**src/rtl/vx_dispatch_rx_pkg.sv**
```systemverilog
// vx_dispatch_rx_pkg: widths, dispatch packet and lane-batch payload types for vx_dispatch_rx.
// Lane batches are NUM_LANES wide; a full packet carries NUM_THREADS lanes.
package vx_dispatch_rx_pkg;

    localparam int XLEN        = 32;
    localparam int NUM_THREADS = 8;
    localparam int NUM_LANES   = 2;
    localparam int BATCH_CNT   = NUM_THREADS / NUM_LANES;
    localparam int UUID_W      = 44;
    localparam int ISSUE_WIS_W = 4;
    localparam int CU_WIS_W    = 2;
    localparam int NUM_REGS_W  = 5;
    localparam int NT_W        = $clog2(NUM_THREADS);
    localparam int OP_TYPE_W   = 4;

    function automatic int pid_w(input int n);
        return (n > 1) ? $clog2(n) : 1;
    endfunction

    localparam int PID_W = pid_w(BATCH_CNT);

    typedef struct packed {
        logic            use_imm;
        logic [XLEN-1:0] imm;
    } op_args_t;

    typedef struct packed {
        logic [UUID_W-1:0]                     uuid;
        logic [ISSUE_WIS_W-1:0]                wis;
        logic [NUM_THREADS-1:0]                tmask;
        logic [XLEN-1:0]                       pc;
        logic [OP_TYPE_W-1:0]                  op_type;
        op_args_t                              op_args;
        logic                                  wb;
        logic [NUM_REGS_W-1:0]                 rd;
        logic [NT_W-1:0]                       tid;
        logic [NUM_THREADS-1:0][XLEN-1:0]      rs1_data;
        logic [NUM_THREADS-1:0][XLEN-1:0]      rs2_data;
        logic [NUM_THREADS-1:0][XLEN-1:0]      rs3_data;
        logic [CU_WIS_W-1:0]                   cu_id;
    } dispatch_data_t;

    typedef struct packed {
        logic [UUID_W-1:0]                     uuid;
        logic [ISSUE_WIS_W-1:0]                wis;
        logic [NUM_LANES-1:0]                  tmask;
        logic [XLEN-1:0]                       pc;
        logic [OP_TYPE_W-1:0]                  op_type;
        op_args_t                              op_args;
        logic                                  wb;
        logic [NUM_REGS_W-1:0]                 rd;
        logic [NT_W-1:0]                       tid;
        logic [NUM_LANES-1:0][XLEN-1:0]        rs1_data;
        logic [NUM_LANES-1:0][XLEN-1:0]        rs2_data;
        logic [NUM_LANES-1:0][XLEN-1:0]        rs3_data;
        logic [CU_WIS_W-1:0]                   cu_id;
        logic [PID_W-1:0]                      pid;
        logic                                  sop;
        logic                                  eop;
    } dispatch_batch_t;

endpackage

```
**src/rtl/vx_dispatch_if.sv**
```systemverilog
// vx_dispatch_if: valid/ready handshake carrying one full dispatch packet.
interface vx_dispatch_if;
    import vx_dispatch_rx_pkg::*;

    logic           valid;
    dispatch_data_t data;
    logic           ready;

    modport master (output valid, data, input ready);
    modport slave  (input valid, data, output ready);

endinterface

```
**src/rtl/vx_batch_find.sv**
```systemverilog
// vx_batch_find: locates non-empty lane batches; first of the incoming packet,
// and first/next/last of the held packet relative to the current pid.
module vx_batch_find
    import vx_dispatch_rx_pkg::*;
(
    input  logic [NUM_THREADS-1:0] new_tmask,
    input  logic [NUM_THREADS-1:0] tmask,
    input  logic [PID_W-1:0]       pid,
    output logic [PID_W-1:0]       first_new,
    output logic [PID_W-1:0]       first_pid,
    output logic [PID_W-1:0]       next_pid,
    output logic [PID_W-1:0]       last_pid
);
    logic [BATCH_CNT-1:0] nz, new_nz;

    for (genvar g = 0; g < BATCH_CNT; g++) begin : g_nz
        assign nz[g]     = |tmask[g*NUM_LANES +: NUM_LANES];
        assign new_nz[g] = |new_tmask[g*NUM_LANES +: NUM_LANES];
    end

    // An all-zero mask resolves to pid 0 everywhere, giving a single sop/eop beat.
    always_comb begin
        first_new = '0;
        first_pid = '0;
        next_pid  = pid;
        last_pid  = '0;
        for (int i = BATCH_CNT - 1; i >= 0; i--) begin
            if (new_nz[i]) first_new = PID_W'(i);
            if (nz[i]) first_pid = PID_W'(i);
            if (nz[i] && i > int'(pid)) next_pid = PID_W'(i);
        end
        for (int i = 0; i < BATCH_CNT; i++)
            if (nz[i]) last_pid = PID_W'(i);
    end

endmodule

```
**src/rtl/vx_dispatch_rx.sv**
```systemverilog
// vx_dispatch_rx: slave end of the dispatch interface; replays each packet as lane batches.
// DISPATCH_RX_SKIP_EMPTY_EN defined: batches with an all-zero tmask slice are skipped.
module vx_dispatch_rx
    import vx_dispatch_rx_pkg::*;
(
    input  logic            clk,
    input  logic            reset_n,
    vx_dispatch_if.slave    dispatch_in,
    output logic            out_valid,
    output dispatch_batch_t out_data,
    input  logic            out_ready
);
    localparam logic [0:0] IDLE  = 1'b0;
    localparam logic [0:0] SPLIT = 1'b1;

    logic [0:0]       state;
    logic [PID_W-1:0] pid, first_new, first_pid, next_pid, last_pid;
    logic             is_last, accept;
    dispatch_data_t   payload;

`ifdef DISPATCH_RX_SKIP_EMPTY_EN
    vx_batch_find u_find (
        .new_tmask (dispatch_in.data.tmask),
        .tmask     (payload.tmask),
        .pid       (pid),
        .first_new (first_new),
        .first_pid (first_pid),
        .next_pid  (next_pid),
        .last_pid  (last_pid)
    );
`else
    assign first_new = '0;
    assign first_pid = '0;
    assign next_pid  = pid + PID_W'(1);
    assign last_pid  = PID_W'(BATCH_CNT - 1);
`endif

    assign is_last   = (pid == last_pid);
    assign out_valid = (state == SPLIT);
    // Accepting during the eop beat keeps packets back to back with no bubble.
    assign dispatch_in.ready = reset_n & ((state == IDLE) | (out_ready & is_last));
    assign accept    = dispatch_in.valid & dispatch_in.ready;

    always_ff @(posedge clk or negedge reset_n) begin
        if (!reset_n) begin
            state <= IDLE;
            pid   <= '0;
        end else if (accept) begin
            state <= SPLIT;
            pid   <= first_new;
        end else if (state == SPLIT && out_ready) begin
            state <= is_last ? IDLE : SPLIT;
            pid   <= is_last ? pid : next_pid;
        end
    end

    always_ff @(posedge clk)
        if (accept) payload <= dispatch_in.data;

    always_comb begin
        out_data.uuid     = payload.uuid;
        out_data.wis      = payload.wis;
        out_data.tmask    = payload.tmask[pid*NUM_LANES +: NUM_LANES];
        out_data.pc       = payload.pc;
        out_data.op_type  = payload.op_type;
        out_data.op_args  = payload.op_args;
        out_data.wb       = payload.wb;
        out_data.rd       = payload.rd;
        out_data.tid      = payload.tid;
        out_data.rs1_data = payload.rs1_data[pid*NUM_LANES +: NUM_LANES];
        out_data.rs2_data = payload.rs2_data[pid*NUM_LANES +: NUM_LANES];
        out_data.rs3_data = payload.rs3_data[pid*NUM_LANES +: NUM_LANES];
        out_data.cu_id    = payload.cu_id;
        out_data.pid      = pid;
        out_data.sop      = (pid == first_pid);
        out_data.eop      = is_last;
    end

endmodule

```
**src/flat_wrapper.sv**
```systemverilog
// flat-port wrapper written by rule: the top's interface ports become plain ports
module vx_dispatch_rx_flat import vx_dispatch_rx_pkg::*;
  (clk, reset_n, out_valid, out_data, out_ready, dispatch_in_valid, dispatch_in_data, dispatch_in_ready);
  vx_dispatch_if dispatch_in_i ();
  input  logic clk;
  input  logic reset_n;
  output logic out_valid;
  output dispatch_batch_t out_data;
  input  logic out_ready;
  input wire logic [$bits(dispatch_in_i.valid)-1:0] dispatch_in_valid;
  input wire logic [$bits(dispatch_in_i.data)-1:0] dispatch_in_data;
  output wire logic [$bits(dispatch_in_i.ready)-1:0] dispatch_in_ready;
  assign dispatch_in_i.valid = dispatch_in_valid;
  assign dispatch_in_i.data = dispatch_in_data;
  assign dispatch_in_ready = dispatch_in_i.ready;
  vx_dispatch_rx u_core (.clk(clk), .reset_n(reset_n), .dispatch_in(dispatch_in_i), .out_valid(out_valid), .out_data(out_data), .out_ready(out_ready));
endmodule
```
**config.mk**
```make
export PLATFORM = sky130hd
export DESIGN_NAME = vx_dispatch_rx_flat
export DESIGN_NICKNAME = d
export VERILOG_FILES = /design/src/rtl/vx_dispatch_rx_pkg.sv /design/src/rtl/vx_dispatch_if.sv /design/src/rtl/vx_batch_find.sv /design/src/rtl/vx_dispatch_rx.sv /design/src/flat_wrapper.sv
export SDC_FILE = /design/constraint.sdc
export NUM_CORES = 1
export LEC_CHECK = 0
export ABC_AREA = 1
export CAP_MARGIN = 20
export CORE_AREA = 2 2 480 482
export CTS_CLUSTER_DIAMETER = 40
export DETAILED_ROUTE_END_ITERATION = 10
export DIE_AREA = 0 0 482 484
export PLACE_DENSITY = 0.41
export SYNTH_ARGS = -nofsm -noshare
export SYNTH_HDL_FRONTEND = slang
export SYNTH_HIERARCHICAL = 1
export SYNTH_SLANG_ARGS = --single-unit
```
**constraint.sdc**
```tcl
create_clock -name clk -period 22.1 [get_ports clk]
set_input_delay 5.525 -clock clk [delete_from_list [all_inputs] [get_ports clk]]
set_output_delay 5.525 -clock clk [all_outputs]
set_load 0.01 [all_outputs]
```
# --- Word-level counts from Yosys, hierarchy flattened ---
# Cells that the tools add are included.
op_classes:
  reduce_logical: 4
  div_mod_pow: 0
  add_sub_neg: 1
  magnitude_cmp: 0
  muxes: 6
  n_shift: 97
  eq_ne: 2
  multipliers: 0
  bitwise_logic: 5
op_table:
  columns: ["operator", "count"]
  rows:
  - ["$shiftx 8x4->2", 97]
  - ["$mux 2", 3]
  - ["$and 1x1->1", 3]
  - ["$mux 1", 3]
  - ["$add 2x1->2 const B", 1]
  - ["$eq 2x2->1 const B", 1]
  - ["$logic_not 2->1", 1]
  - ["$ne 2x2->1 const B", 1]
  - ["$reduce_and 2->1", 1]
  - ["$reduce_bool 2->1", 1]
  - ["$logic_and 1x1->1", 1]
  - ["$not 1->1", 1]
  - ["$or 1x1->1", 1]
totals:
  ramBits: 0
  ff_bits: 907
  mem_count: 0
  romBits: 0
  input_bits: 908
  wordCells: 152
  latchBits: 0

# --- Depth between registers and ports, before layout ---
# Gate-level depths: netlist of run 1.
logic_depth:
  depth_word: 7
  mapped_depth: 10

# --- Least setup slack after synthesis of run 1 ---
# Ideal clock, no wire load.
synth_timing:
  kind: "input -> register"
  from: "input port out_ready"
  to: "register u_core.payload (netlist bit u_core/out_data[198]), enable pin"
  setup_ps: 1243
  required_ps: 20857
  arrival_time_ps: 23153
  path_slack_ps: -2296
  path_stages: 4
  cell_sequence: "nand2_1 > nand2_1 > nand3_1 > inv_1"
synth_between:
  elab_chain_cells: 4
synth_rtl:
  columns: ["element", "line", "source"]
  rows:
  - ["start: declaration", "flat_wrapper.sv:9", "input logic out_ready;"]
  - ["$and 1x1->1", "vx_dispatch_rx.sv:41", "assign dispatch_in.ready = reset_n & ((state == IDLE) | (out_ready & is_last));"]
  - ["$or 1x1->1", "vx_dispatch_rx.sv:41", null]
  - ["$and 1x1->1", "vx_dispatch_rx.sv:41", null]
  - ["$and 1x1->1", "vx_dispatch_rx.sv:42", "assign accept = dispatch_in.valid & dispatch_in.ready;"]
  - ["named net u_core.accept", "vx_dispatch_rx.sv:18", "logic is_last, accept;"]
  - ["end signal: assignment", "vx_dispatch_rx.sv:58", "if (accept) payload <= dispatch_in.data;"]
  - ["end: declaration", "vx_dispatch_rx.sv:19", "dispatch_data_t payload;"]
# The timed path passes the listed nets, and every way through them passes these cells.
# A chain may end at the register's enable or synchronous reset.

# --- Worst setup path after layout of run 1 ---
layout_timing:
  from: "input port out_ready"
  to: "output port dispatch_in_ready"
layout_between:
  elab_chain_cells: 3
layout_rtl:
  columns: ["element", "line", "source"]
  rows:
  - ["$and 1x1->1", "vx_dispatch_rx.sv:41", null]
  - ["$or 1x1->1", "vx_dispatch_rx.sv:41", null]
  - ["$and 1x1->1", "vx_dispatch_rx.sv:41", null]
  - ["end: declaration", "flat_wrapper.sv:12", "output wire logic [$bits(dispatch_in_i.ready)-1:0] dispatch_in_ready;"]
# Every way passes these cells.

==> metrics, run 1 <==
Final Hold Vio Count 0; outcome finished clean; Rows 176; initial antenna violation count 100; Total Nets Final between 4,000 and 5,000; Final Max Tran Viols 0; CTS tree done; core area 229,000 um^2; CTS Root Cell clkbuf_16; detailed-route DRC error count 0; Worst setup EP type output pin; post-CTS setup buffer count 0; DRT iter0 DRCs 1,362; placed insts 6,576; Placed Area 49,800 um^2; critical path launch point type input pin; crit path from out_ready; filler cell count approximately 24,000; FF-to-FF setup slack ~15,000 ps; Gate Count Post-Synth 2,545; first-pass GRT wire length 213,000 um; Final Wtd Congestion slightly above 0.8; cell area after layout 56,700 um^2; worst skew pair latency 790 ps; Post-DP HPWL 125,000 um; Max Cap Viol 0; Final Skew 56.3 ps; worst flop-to-flop path endpoint u_core/payload[608]; Setup CP Type in2out; post-synth cell types 18; CTS resizes 0; area share of the largest cell type after synthesis 0.770; Min-Delay Path Class reg2reg; CTS H-tree lvls 4; RR Startpoint u_core/pid[1]; Vias 24,700; starting density of the core 0.154; chip width 482 um; R2R cell count 10; post-synthesis sequential area ratio 0.772; worst hold slack ~660 ps; EDFF count, synth about 900; fin crit share 0.570; top achievable clock speed 79.4 MHz; most frequent cell after synthesis edfxtp_1; vias in the first global route roughly 25,000; synthesis warning total 6; Sink Count approximately 900; grt total ovfl 0; Synth area leader edfxtp_1; DIE AREA 233,000 um^2; largest cells by area after synthesis edfxtp_1 77%, nand2_1 4.2%, nor2_1 4.1%, o211ai_1 4.1%, buf_4 3.0%; Port Buffers 1,235; Area growth syn-to-layout 60.9%; Max-slew headroom 0.284; CTS Buf Count 197; Worst-path clk slew 50 ps; share of cells above drive strength 1 0.0914; drt pass-1 iters 5; I/O pin count 1,236; vias per std cell 3.54; CTS max path bufs 3; Synth Flop Type edfxtp_1; final WL 163,000 um; largest net degree at the start of global routing 138; synthesized net count 3,455; Setup TNS 0 ps; Die Y 484 um; maximum vdd drop 0.0849 mV; final std cells w/o fill about 7,000; PwrDens roughly 130 nW/um^2; async set-reset flop share out of synthesis 0.00331; unrepaired setup endpoints after global routing no; Leakage Power 19.9 nW; Seq cells post-synth 907; total track usage 0.135; final setup violation count 0; syn avg cell area 13.8 um^2; top cells by count, synth 904 x edfxtp_1, 397 x nand2_1, 389 x nor2_1; Worst Path Required 16,580 ps; antenna-violating nets left 0; CP endpoint dispatch_in_ready; Tightest Pin Transition 1070 ps; per-cell routed wire length 23.4 um; Mapped Area 35,200 um^2; CP max FO 4; hold buffers post-CTS 0; CP Data Arrival Time 7060 ps; Final min period between 10,000 and 15,000 ps
worst max-delay path, stage by stage:
cell             delay [ps]
clkdlybuf4s50_1         610
nand2_1                  80
nand2_1                 110
nand2_1                  60
inv_1                    90
clkdlybuf4s50_1         580
metal layers:
layer / track usage / share of wire / vias up
li1: - / - / 11400
met1: 0.144 / 0.37 / 11700
met2: 0.217 / 0.46 / 1182
met3: 0.0805 / 0.13 / 345
met4: 0.0499 / 0.033 / 72
met5: 0 / 0.0024 / -
how the worst min path moves through the flow:
stage	depth (start not counted)	from	to
floorplan	2	u_core/out_valid	u_core/out_valid
global placement	2	u_core/out_valid	u_core/out_valid
detailed placement	2	u_core/out_valid	u_core/out_valid
CTS	2	u_core/out_valid	u_core/out_valid
global route	2	u_core/out_valid	u_core/out_valid
finish	2	u_core/out_valid	u_core/out_valid
cell families (layout without fill, tap and decap cells):
| group | count (synthesis) | count (layout) | share of synthesized area |
|---|---|---|---|
| compound gates | 388 | 388 | 0.0689 |
| fa+ha+maj | 2 | 2 | 0.000710 |
| buf+inv | 458 | 1831 | 0.0737 |
| flops | 907 | 907 | 0.772 |
| other cells | 0 | 32 | 0 |
| simple gates | 790 | 790 | 0.0844 |
cell type report:
type	instances	area, um^2	share of cell area
sequential	907	27200	0.480
timing repair buffer	1263	12600	0.222
multi-input combinational	1180	5430	0.0956
clock buffer	218	5060	0.0892
tap	3026	3790	0.0668
clock inverter	150	1750	0.0308
inverter	200	781	0.0138
antenna	32	80.1	0.00141
where the power goes:
group | switching [mW] | internal (mW) | total, mW
logic | 1.38 | 0.836 | 2.22
registers | 0.0775 | 2.12 | 2.20
clock network | 1.04 | 1.96 | 3.00
cell usage in the layout (no fill, tap or decap), drive strengths merged:
cell,netlist,routed
buf,237,28
bufinv,0,26
clkbuf,21,218
clkdlybuf4s50,0,1235
clkinv,0,83
clkinvlp,0,30
dfrtp,3,3
diode,0,32
edfxtp,904,904
ha,2,2
inv,200,211
nand2,397,397
nand3,2,2
nand4,2,2
nor2,389,389
o211ai,194,194
o21ai,194,194
sequential cells by signal, summed over array words and instances, names as in the netlist:
register	flops
u_core/pid	2
u_core/out_data	128
u_core/out_valid	1
u_core/payload	776
metrics by stage:
stage,power (mW),setup WS (ps),utilization
final,7.41,9510,0.248
after global routing,7.81,9450,0.248
after CTS,7.59,9500,0.248
after detailed placement,4.52,9510,0.218
after global placement,4.53,9430,0.218
after floorplan,3.33,2300,-
No activity file was read; power rests on OpenSTA's default activity.
==> run 2, diff against run 1 <==
==> constraint.sdc (replaced) <==
create_clock -name clk -period 12.9 [get_ports clk]
set_input_delay 3.225 -clock clk [delete_from_list [all_inputs] [get_ports clk]]
set_output_delay 3.225 -clock clk [all_outputs]
set_load 0.01 [all_outputs]
==> run 2 against run 1 <==
  * Worst hold slack lost 8.9 ps
  * Die area unchanged
  * Count of clock-buffer cells in the layout is 9 higher
  * Largest power group unchanged
==> metrics, run 2 (synthesized netlist as in run 1, its figures left out) <==
placed insts 6,572 (-0.061%); vias in the first global route 25,300 (+0.54%); worst setup margin 4960 ps (-4550 ps); Port Buffers 1,235 (unchanged); CTS max path bufs 3 (unchanged); P_sw 4.26 mW (+71%); Worst Path Required 9680 ps (-6900 ps); Die Y 484 um (unchanged); largest net degree at the start of global routing 197 (+43%); CTS tree done; final setup violation count 0 (unchanged); register with the most flip-flops u_core/payload; Leakage Power 20.1 nW (+0.90%); Final min period 7940 ps; final std cells w/o fill 6,991 (+0.22%); most frequent cells in the layout 1,235 x clkdlybuf4s50_1, 904 x edfxtp_1, 395 x nand2_1; Sequential Power Share 0.292 (-0.004); cell area after layout 57,200 um^2 (+0.78%); Min-Delay Path Class reg2reg; total track usage 0.132 (-0.00322); FF-to-FF setup slack 8820 ps (-6510 ps); grt total ovfl 0 (unchanged); chip width 482 um (unchanged); Max-slew headroom 0.191 (-0.0931); I/O pin count 1,236 (unchanged); internal power 8.62 mW (+75%); DIE AREA 233,000 um^2 (unchanged); DRT iter0 DRCs 1,685 (+24%); hold buffers post-CTS 0 (unchanged); Pwr Total 12.9 mW (+74%); Worst-path clk slew 40 ps (about the same); worst hold slack 653 ps (-8.87 ps); detailed-route DRC error count 0 (unchanged); Setup CP Type in2out; Place WS 4950 ps (-4560 ps); Final Max Tran Viols 0 (unchanged); per-cell routed wire length 22.9 um (-2.4%); worst skew pair latency 800 ps (about the same); CP Data Arrival Time 4710 ps (-2350 ps); Sink Count 907 (unchanged); maximum vdd drop 0.124 mV (+46%); initial antenna violation count 98 (-2.0%); first-pass GRT wire length 211,000 um (-1.4%); final WL 160,000 um (-2.2%); fin crit share 0.615; top achievable clock speed ~130 MHz; Final Skew 74.7 ps (+18.5 ps); Final Wtd Congestion 0.806 (-0.79%); PwrDens 225 nW/um^2 (+72%); Placed Area 49,900 um^2 (+0.14%); antenna-violating nets left 0 (unchanged); post-CTS setup buffer count 0 (unchanged); clock share of power 0.417 (+0.013); CTS Root Cell clkbuf_16; Final Hold Vio Count 0 (unchanged); Worst setup EP type output pin; share of cells above drive strength 1 0.0932 (+0.00180); CP max FO 4 (unchanged); vias per std cell 3.53 (-0.33%); Post-DP HPWL 121,000 um (-2.9%); core area 229,000 um^2 (unchanged); combinational share of power 0.291 (-0.008); unrepaired setup endpoints after global routing no; drt pass-1 iters 5 (unchanged); CTS H-tree lvls 4 (unchanged); Area growth syn-to-layout 62.2%; outcome finished clean; critical path launch point type input pin; post-layout util 0.250 (+0.00194); Rows 176 (unchanged); Max Cap Viol 0 (unchanged); commonest non-fill, non-tap cell in the layout clkdlybuf4s50_1; Setup TNS 0 ps (unchanged); Vias 24,600 (-0.12%); CTS resizes 0 (unchanged); starting density of the core 0.154 (unchanged); Total Nets Final 4,662 (+0.064%); switching share of total power 0.331 (-0.00606); CTS Buf Count 204 (+3.6%); Tightest Pin Transition 1210 ps (+140 ps); max reg flops 776 (unchanged)
run 2: changes by cell type in the layout (fill, tap and decap cells not counted), sizes merged:
cell / previous run / this run
diode: 32 / 37
clkinv: 83 / 81
buf: 28 / 24
clkinvlp: 30 / 27
bufinv: 26 / 30
inv: 211 / 217
clkbuf: 218 / 227
run 2: layout make-up:
class                   instances  area, um^2
fillers                     24000      171000
flip-flops and latches        907       27200
repair buffers               1259       12600
multi-input cells            1180        5460
clock buffers                 227        5260
well taps                    3026        3790
clock inverters               155        1920
inverters                     200         781
diodes                         37        92.6
run 2: power by group through the flow:
stage,clock (mW),sequential [mW],combinational (mW)
2_1_floorplan,0,3.96,1.75
3_3_place_gp,0,3.81,3.84
3_5_place_dp,0,3.82,3.83
4_1_cts,5.52,3.77,3.86
5_1_grt,5.65,3.79,4.11
6_report,5.37,3.76,3.75
run 2: routing by layer:
layer / up-vias / GRT usage / part of all wire
met3: 322 / 0.0761 / 0.13
li1: 11400 / - / -
met1: 11600 / 0.144 / 0.38
met2: 1244 / 0.210 / 0.46
met4: 70 / 0.0471 / 0.027
met5: - / 0 / 0.0028
run 2: path summary, 6_finish.rpt:
path                                   from                  end  depth (start not counted)
setup / recovery                  out_ready    dispatch_in_ready                          6
hold / removal             u_core/out_valid     u_core/out_valid                          2
setup reg to reg              u_core/pid[1]  u_core/payload[354]                          7
hold reg to reg            u_core/out_valid     u_core/out_valid                          2
max in group asynchronous           reset_n        u_core/pid[1]                          1
min in group asynchronous           reset_n        u_core/pid[0]                          1
run 2: worst max-delay path: stages:
cell and delay, ps:
clkdlybuf4s50_1 630, nand2_8 70, nand2_4 90, nand2_1 80, inv_1 90, clkdlybuf4s50_1 530
